File: config.mk
export PLATFORM = sky130hd
export DESIGN_NAME = imem_loader
export DESIGN_NICKNAME = d
export VERILOG_FILES = /design/src/rtl/mips_pkg.sv /design/src/rtl/byte_packer.sv /design/src/rtl/imem_loader.sv
export SDC_FILE = /design/constraint.sdc
export NUM_CORES = 1
export LEC_CHECK = 0
export ABC_AREA = 1
export ABC_CLOCK_PERIOD_IN_PS = 1500
export CELL_PAD_IN_SITES_DETAIL_PLACEMENT = 0
export CELL_PAD_IN_SITES_GLOBAL_PLACEMENT = 1
export CORE_MARGIN = 3
export CORE_UTILIZATION = 36
export CTS_CLUSTER_SIZE = 10
export DETAILED_ROUTE_END_ITERATION = 16
export HOLD_SLACK_MARGIN = 0.08
export PLACE_DENSITY = 0.73
export SLEW_MARGIN = 10
export SYNTH_ARGS = -nofsm -noshare
export SYNTH_HDL_FRONTEND = slang
export SYNTH_SLANG_ARGS = --single-unit
File: constraint.sdc
create_clock -name clk -period 1.5 [get_ports clk]
set_input_delay 0.3 -clock clk [delete_from_list [all_inputs] [get_ports clk]]
set_output_delay 0.3 -clock clk [all_outputs]
set_load 0.02 [all_outputs]
File: src/rtl/mips_pkg.sv
// Shared types and constants for the instruction-memory loader.
// Loader states depend on IMEM_LOADER_CHECKSUM_EN, which adds the checksum state.
package mips_pkg;

    localparam logic [7:0] SYNC_BYTE_DEFAULT = 8'hA5;

`ifdef IMEM_LOADER_CHECKSUM_EN
    typedef enum logic [2:0] {
        StIdle,
        StCntHi,
        StCntLo,
        StData,
        StChk,
        StDone,
        StErr
    } loader_state_e;
`else
    typedef enum logic [2:0] {
        StIdle,
        StCntHi,
        StCntLo,
        StData,
        StDone,
        StErr
    } loader_state_e;
`endif

endpackage

File: src/rtl/byte_packer.sv
// Assembles big-endian 32-bit words from a byte stream.
// o_word_valid pulses for one cycle after the 4th byte of a word is taken.
module byte_packer (
    input  logic        i_clk,
    input  logic        i_rst_n,
    input  logic        i_valid,
    input  logic [7:0]  i_byte,
    output logic        o_last_byte,
    output logic        o_word_valid,
    output logic [31:0] o_word
);

    logic [31:0] r_shift;
    logic [1:0]  r_cnt;
    logic        r_word_valid;

    always_ff @(posedge i_clk or negedge i_rst_n) begin
        if (!i_rst_n) begin
            r_shift      <= '0;
            r_cnt        <= '0;
            r_word_valid <= 1'b0;
        end else begin
            r_word_valid <= i_valid && (r_cnt == 2'd3);
            if (i_valid) begin
                r_shift <= {r_shift[23:0], i_byte};
                r_cnt   <= r_cnt + 2'd1;
            end
        end
    end

    assign o_last_byte  = (r_cnt == 2'd3);
    assign o_word_valid = r_word_valid;
    assign o_word       = r_shift;

endmodule

File: src/rtl/imem_loader.sv
// Boot loader: parses SYNC/count/payload frames and writes words into instruction memory.
// Define IMEM_LOADER_CHECKSUM_EN to require a trailing XOR checksum byte.
module imem_loader
    import mips_pkg::*;
#(
    parameter int unsigned ADDR_W    = 8,
    parameter logic [7:0]  SYNC_BYTE = SYNC_BYTE_DEFAULT
) (
    input  logic              clk,
    input  logic              reset,
    input  logic              start,
    input  logic              in_valid,
    input  logic [7:0]        in_data,
    output logic              in_ready,
    output logic              im_we,
    output logic [ADDR_W-1:0] im_addr,
    output logic [31:0]       im_wdata,
    output logic              cpu_reset,
    output logic              done,
    output logic              error
);

    localparam int unsigned MAX_COUNT = 32'd1 << ADDR_W;

    loader_state_e     r_state;
    loader_state_e     w_state_next;
    logic [7:0]        r_cnt_hi;
    logic [15:0]       r_words_left;
    logic [ADDR_W-1:0] r_addr;
    logic [15:0]       w_count;
    logic              w_count_bad;
    logic              w_accept;
    logic              w_pack_valid;
    logic              w_last_byte;
    logic              w_word_valid;
    logic [31:0]       w_word;
`ifdef IMEM_LOADER_CHECKSUM_EN
    logic [7:0]        r_xor;
`endif

    assign w_accept     = in_valid && in_ready;
    assign w_count      = {r_cnt_hi, in_data};
    assign w_count_bad  = (w_count == 16'd0) || (32'(w_count) > MAX_COUNT);
    // Bytes past the last payload word never reach the packer.
    assign w_pack_valid = w_accept && (r_state == StData) && (r_words_left != 16'd0);

    byte_packer u_byte_packer (
        .i_clk        (clk),
        .i_rst_n      (reset),
        .i_valid      (w_pack_valid),
        .i_byte       (in_data),
        .o_last_byte  (w_last_byte),
        .o_word_valid (w_word_valid),
        .o_word       (w_word)
    );

    always_comb begin
        w_state_next = r_state;
        unique case (r_state)
            StIdle:  if (w_accept && (in_data == SYNC_BYTE)) w_state_next = StCntHi;
            StCntHi: if (w_accept) w_state_next = StCntLo;
            StCntLo: if (w_accept) w_state_next = w_count_bad ? StErr : StData;
`ifdef IMEM_LOADER_CHECKSUM_EN
            StData: begin
                if (w_pack_valid && w_last_byte && (r_words_left == 16'd1)) begin
                    w_state_next = StChk;
                end
            end
            StChk:   if (w_accept) w_state_next = (in_data == r_xor) ? StDone : StErr;
`else
            StData:  if (w_word_valid && (r_words_left == 16'd0)) w_state_next = StDone;
`endif
            StDone:  if (start) w_state_next = StIdle;
            StErr:   if (start) w_state_next = StIdle;
            default: w_state_next = StIdle;
        endcase
    end

    always_ff @(posedge clk or negedge reset) begin
        if (!reset) begin
            r_state      <= StIdle;
            r_cnt_hi     <= '0;
            r_words_left <= '0;
            r_addr       <= '0;
`ifdef IMEM_LOADER_CHECKSUM_EN
            r_xor        <= '0;
`endif
        end else begin
            r_state <= w_state_next;
            if ((r_state == StCntHi) && w_accept) r_cnt_hi <= in_data;
            if ((r_state == StCntLo) && w_accept) begin
                r_words_left <= w_count;
                r_addr       <= '0;
            end
            if (w_pack_valid && w_last_byte) r_words_left <= r_words_left - 16'd1;
            // Words-left already reads zero during the final strobe, so the address never wraps.
            if (w_word_valid && (r_words_left != 16'd0)) r_addr <= r_addr + ADDR_W'(1);
`ifdef IMEM_LOADER_CHECKSUM_EN
            if ((r_state == StCntLo) && w_accept) begin
                r_xor <= '0;
            end else if (w_pack_valid) begin
                r_xor <= r_xor ^ in_data;
            end
`endif
        end
    end

    assign in_ready  = (r_state != StDone) && (r_state != StErr);
    assign im_we     = w_word_valid;
    assign im_addr   = r_addr;
    assign im_wdata  = w_word;
    assign cpu_reset = (r_state != StDone);
    assign done      = (r_state == StDone);
    assign error     = (r_state == StErr);

endmodule

# Word-level counts from Yosys, hierarchy flattened
# Index checks and enable logic that the tools add are counted.
# totals
register_bits	70
word_cells	55
output_inout_bits	45
inputBits	12
# classes
order_cmp	1
n_addsub	3
n_reduce_logical	19
n_mux	11
n_eq_ne	14
# ops
operator	n
logical NOT 16 bit	2
2-to-1 mux 16 bit	2
2-to-1 mux 3 bit	6
greater-than comparator 16 x 9 -> 1 bit (second input constant)	1
2-to-1 mux 8 bit	2
nonzero test 16 bit	1
subtractor 16 x 1 -> 16 bit (second input constant)	1
case mux 3 bit (5 select lines)	1
logical AND 1 bit	10
adder 8 x 1 -> 8 bit (second input constant)	1
== test 8 bit (second input constant)	1
== test 3 x 2 -> 1 bit (second input constant)	2
== test 3 bit (second input constant)	2
inequality test 2 bit (second input constant)	3
inequality test 3 bit (second input constant)	2
AND reduction 5 bit	1
inequality test 2 x 1 -> 1 bit (second input constant)	2
nonzero test 2 bit	2
== test 3 x 1 -> 1 bit (second input constant)	1
logical NOT 3 bit	1
adder 2 x 1 -> 2 bit (second input constant)	1
== test 2 bit (second input constant)	1
OR reduction 2 bit	1
logical OR 1 bit	1

# Logic depth before layout (Yosys ltp)
# logic_depth
depth_word	7
mapped_depth	11

# By module
# A second synthesis with hierarchy kept.
# unflattened
cells_unflattened	492
area_unflattened_um2	3752.3
# by_module_without_submodules
mod	n_inst	cells_per_inst	area_each_um2
imem_loader	1	343	2362.3
byte_packer	1	149	1390.1

# Worst setup path after synthesis
# Ideal clock, no wire load.
# synth_path
path_kind	reg-to-reg
startpoint	register r_words_left[0]
endpoint	register u_byte_packer.r_shift[31], in the netlist u_byte_packer.o_word[31]
required_ns	1.379
arrival_time_ns	1.412
n_path_buf	2
setup_time_ns	0.121
stages_incl_launch_ff	10
setup_slack_ns	-0.033
synth_period_minus_slack_ns	1.533
cell_sequence	dfrtp_1 -> inv_1 -> ha_1 -> nand2_2 -> nor2_4 -> nand2_2 -> buf_6 -> nand2_8 -> buf_8 -> o21ai_1
# synth_between
elab_chain_len	2
# synth_lines
item	line	rtl
from (decl)	imem_loader.sv:28	logic [15:0] r_words_left;
from (signal assigned)	imem_loader.sv:92	r_words_left <= w_count;
from (signal assigned)	imem_loader.sv:95	if (w_pack_valid && w_last_byte) r_words_left <= r_words_left - 16'd1;
nonzero test 16 bit	imem_loader.sv:45	assign w_pack_valid = w_accept && (r_state == StData) && (r_words_left != 16'd0);
logical AND 1 bit	imem_loader.sv:45	
to (signal assigned)	byte_packer.sv:25	r_shift <= {r_shift[23:0], i_byte};
to (decl)	byte_packer.sv:13	logic [31:0] r_shift;
# Every way passes these cells.
# A chain may end at the register's enable or synchronous reset.

# Final worst setup path
# layout_path
startpoint	register r_state[0]
endpoint	output in_ready
# layout_between
elab_chain_len	2
elab_cells_between_ends	3
classes_between	2 x eq/ne; 1 x reduce/logical
# layout_lines
item	line	rtl
from (decl)	imem_loader.sv:25	loader_state_e r_state;
from (signal assigned)	imem_loader.sv:81	r_state <= StIdle;
from (signal assigned)	imem_loader.sv:89	r_state <= w_state_next;
inequality test 3 bit	imem_loader.sv:108	assign in_ready = (r_state != StDone) && (r_state != StErr);
logical AND 1 bit (*)	imem_loader.sv:108	
to (decl)	imem_loader.sv:14	output logic in_ready,
# Mark *: on every way between the ends. The rest lies on a longest branch, timed or not.

==> flow_metrics.py <==
metrics = {
    "status": {
        "outcome": "finished, violations left",
        "violations": "setup timing",
    },
    "cts": {
        "cts-root-buf": "clkbuf_8",
        "clkSlewWorstSetupHoldPaths_ns": 0.08,
        "cts_buffer_depth": 2,
        "cts.sinks": 70,
        "cts_buffers": 9,
        "clock_latency_ns": 0.35,
        "cts_tree": "done",
        "htree_levels": 3,
    },
    "pwr": {
        "vdd_drop_max_mv": 0.758,
        "power_density_mw_per_mm2": 1780,
        "total_leakage_power_nw": 3.08,
        "p_total_mw": 10.5,
    },
    "timing": {
        "finalClockSkew_ns": 0.0121,
        "tns_ns": -3.71,
        "relSlewSlack": 0.741,
        "setup_viol": 65,
        "slew_violations": 0,
        "fmax_mhz": 615,
        "hold_viol_final": 0,
        "rsz0062_at_grt": "true",
        "worstMarginPinSlew_ns": 0.389,
        "period_share": 1.08,
        "final.min_clock_period_ns": 1.63,
        "fin_ws_ns": -0.125,
    },
    "logic_synthesis": {
        "synth_cells": 467,
        "yosys.area.top_type": "dfrtp_1",
        "netlist.area_leader.share": 0.468,
        "synth_common_cells": "142 x nand2_1, 70 x dfrtp_1, 45 x nand3_1, 45 x nor2_1, 42 x inv_1",
        "ys_ff_latch": 70,
        "syn_area_sq_mm": 0.00375,
        "seq_area_frac_synth": 0.468,
        "syn_avg_cell_area_sq_um": 8.02,
        "synthArstFlopShare": 1.00,
        "synth_edf_count": 0,
        "synth_flop_cell": "dfrtp_1",
        "synth_cell_types": 36,
        "syn_nets": 482,
        "synth_area_leaders": "dfrtp_1 47%, nand2_1 14%, nand3_1 6.0%",
        "yosysWarnings": 0,
        "yosysMostFrequentCell": "nand2_1",
    },
    "global_routing": {
        "grt_pass1_vias": 3574,
        "grt_pass1_wl_mm": 17.6,
        "antenna_found_initial": 0,
        "grt.total_usage": 0.190,
        "grt_max_degree": 71,
        "overflow": 0,
    },
    "finish": {
        "fin_nets": 643,
        "layout-area-overhead-vs-synth_pct": 58.2,
        "drive_gt1_frac": 0.381,
        "n_antenna_cell": 0,
    },
    "detailed_routing": {
        "first_pass_iters": 5,
        "via_per_inst": 4.85,
        "post-route-drc-count": 0,
        "vias": 3712,
        "wl_per_cell_um": 14.6,
        "ant_nets": 0,
        "drtIter0Drc": 170,
        "wl_mm": 11.2,
    },
    "critical_path": {
        "required_ns": 1.20,
        "path_max_fanout": 3,
        "path_class": "reg2out",
        "start_kind": "flip-flop",
        "cp.arrival_ns": 1.33,
        "endpoint_kind": "output port",
    },
    "die": {
        "die_y_um": 108,
        "ios": 57,
        "die_area_sq_mm": 0.0117,
        "die_x_um": 108,
        "rows": 36,
        "design.core.area_sq_mm": 0.00995,
        "initial_core_util": 0.376,
    },
    "placement": {
        "routabilityCongestion": 0.818,
        "place.detailed.hpwl_mm": 7.02,
        "portBuffers": 56,
    },
    "worst_hold_path": {
        "hp-class": "reg2reg",
    },
    "run": {
        "max_cap_viol_count": 0,
    },
}
==> kinds of logic after synthesis <==
| family | count (synthesis) | share of synthesized area |
|---|---|---|
| compound gates | 48 | 0.0748 |
| xor+xnor | 11 | 0.0257 |
| fa+ha+maj | 3 | 0.0100 |
| buf+inv | 63 | 0.0892 |
| flops | 70 | 0.468 |
| simple gates | 272 | 0.333 |
==> placed cells by master (no fill, tap or decap), types with 16 or more instances in the layout <==
cell type        n
nand2_2         22
dfrtp_1         67
dlygate4sd2_1   42
nand3_2         16
nand2_1        127
nand3_1         28
nor2_1          31
inv_1           37
o21ai_2         20
buf_4           74
buf_6           19
==> routing by layer <==
layer | track usage | part of all wire
met5 | 0 | 0
met4 | 0.0469 | 0.012
met3 | 0.0293 | 0.040
met2 | 0.323 | 0.50
met1 | 0.256 | 0.45
==> area by class of cell <==
class                   instances  area [sq um]
repair buffers                159          1490
multi-input cells             340          2090
clock buffers                  10           128
fillers                       905          4030
inverters                      47           196
clock inverters                 6          93.8
well taps                     133           166
flip-flops and latches         70          1760
repair inverters                1          7.51
==> stage by stage <==
stage	hold WS (ns)	util	setup WS [ns]	area (sq um)	cells
after global routing	0.511	0.596	-0.183	5930	766
after global placement	0.361	0.493	-0.302	4910	713
after detailed placement	0.357	0.493	-0.325	4910	713
after floorplan	0.00441	-	0.0271	3760	467
final	0.473	0.596	-0.125	5930	766
after CTS	0.479	0.562	-0.104	5600	753
==> registers in the layout, summed over array words and instances (netlist names) <==
signal	cells
im_addr	8
r_cnt_hi	8
r_words_left	16
u_byte_packer.r_cnt	2
r_state	3
u_byte_packer.o_word	32
u_byte_packer.o_word_valid	1
==> path summary, 6_finish.rpt <==
check | endpoint | start | cells after the start | slack, ns
max | in_ready | r_state[0] | 6 | -0.13
min | u_byte_packer.o_word[29] | u_byte_packer.o_word[29] | 2 | 0.47
max reg2reg | im_addr[4] | r_state[2] | 7 | -0.13
min reg2reg | u_byte_packer.o_word[29] | u_byte_packer.o_word[29] | 2 | 0.47
max in group asynchronous | r_words_left[3] | reset | 3 | 0.65
min in group asynchronous | u_byte_packer.o_word[26] | reset | 3 | 0.50
==> critical path, stage by stage, from the launching register on <==
cell and delay, ns:
dfrtp_2 0.41, buf_4 0.15, inv_4 0.06, nand3_4 0.09
nand2_2 0.09, inv_2 0.04, buf_4 0.14
==> what timing repair did <==
item	CTS	global route
hold buffers	1	0
cloned	7	4
pin swaps	27	39
gates resized for setup	143	58
endpoints found under the hold margin	70	0
setup endpoints to repair	107	68
buffers inserted	17	12
==> where the power goes <==
part | switching (mW) | internal (mW) | total, mW | leakage, nW
sequential | 0.707 | 2.69 | 3.40 | 0.890
combinational | 2.98 | 2.40 | 5.38 | 2.08
clock | 0.789 | 0.952 | 1.74 | 0.107
total | 4.47 | 6.05 | 10.5 | 3.08
(Power assumes the default switching activity.)
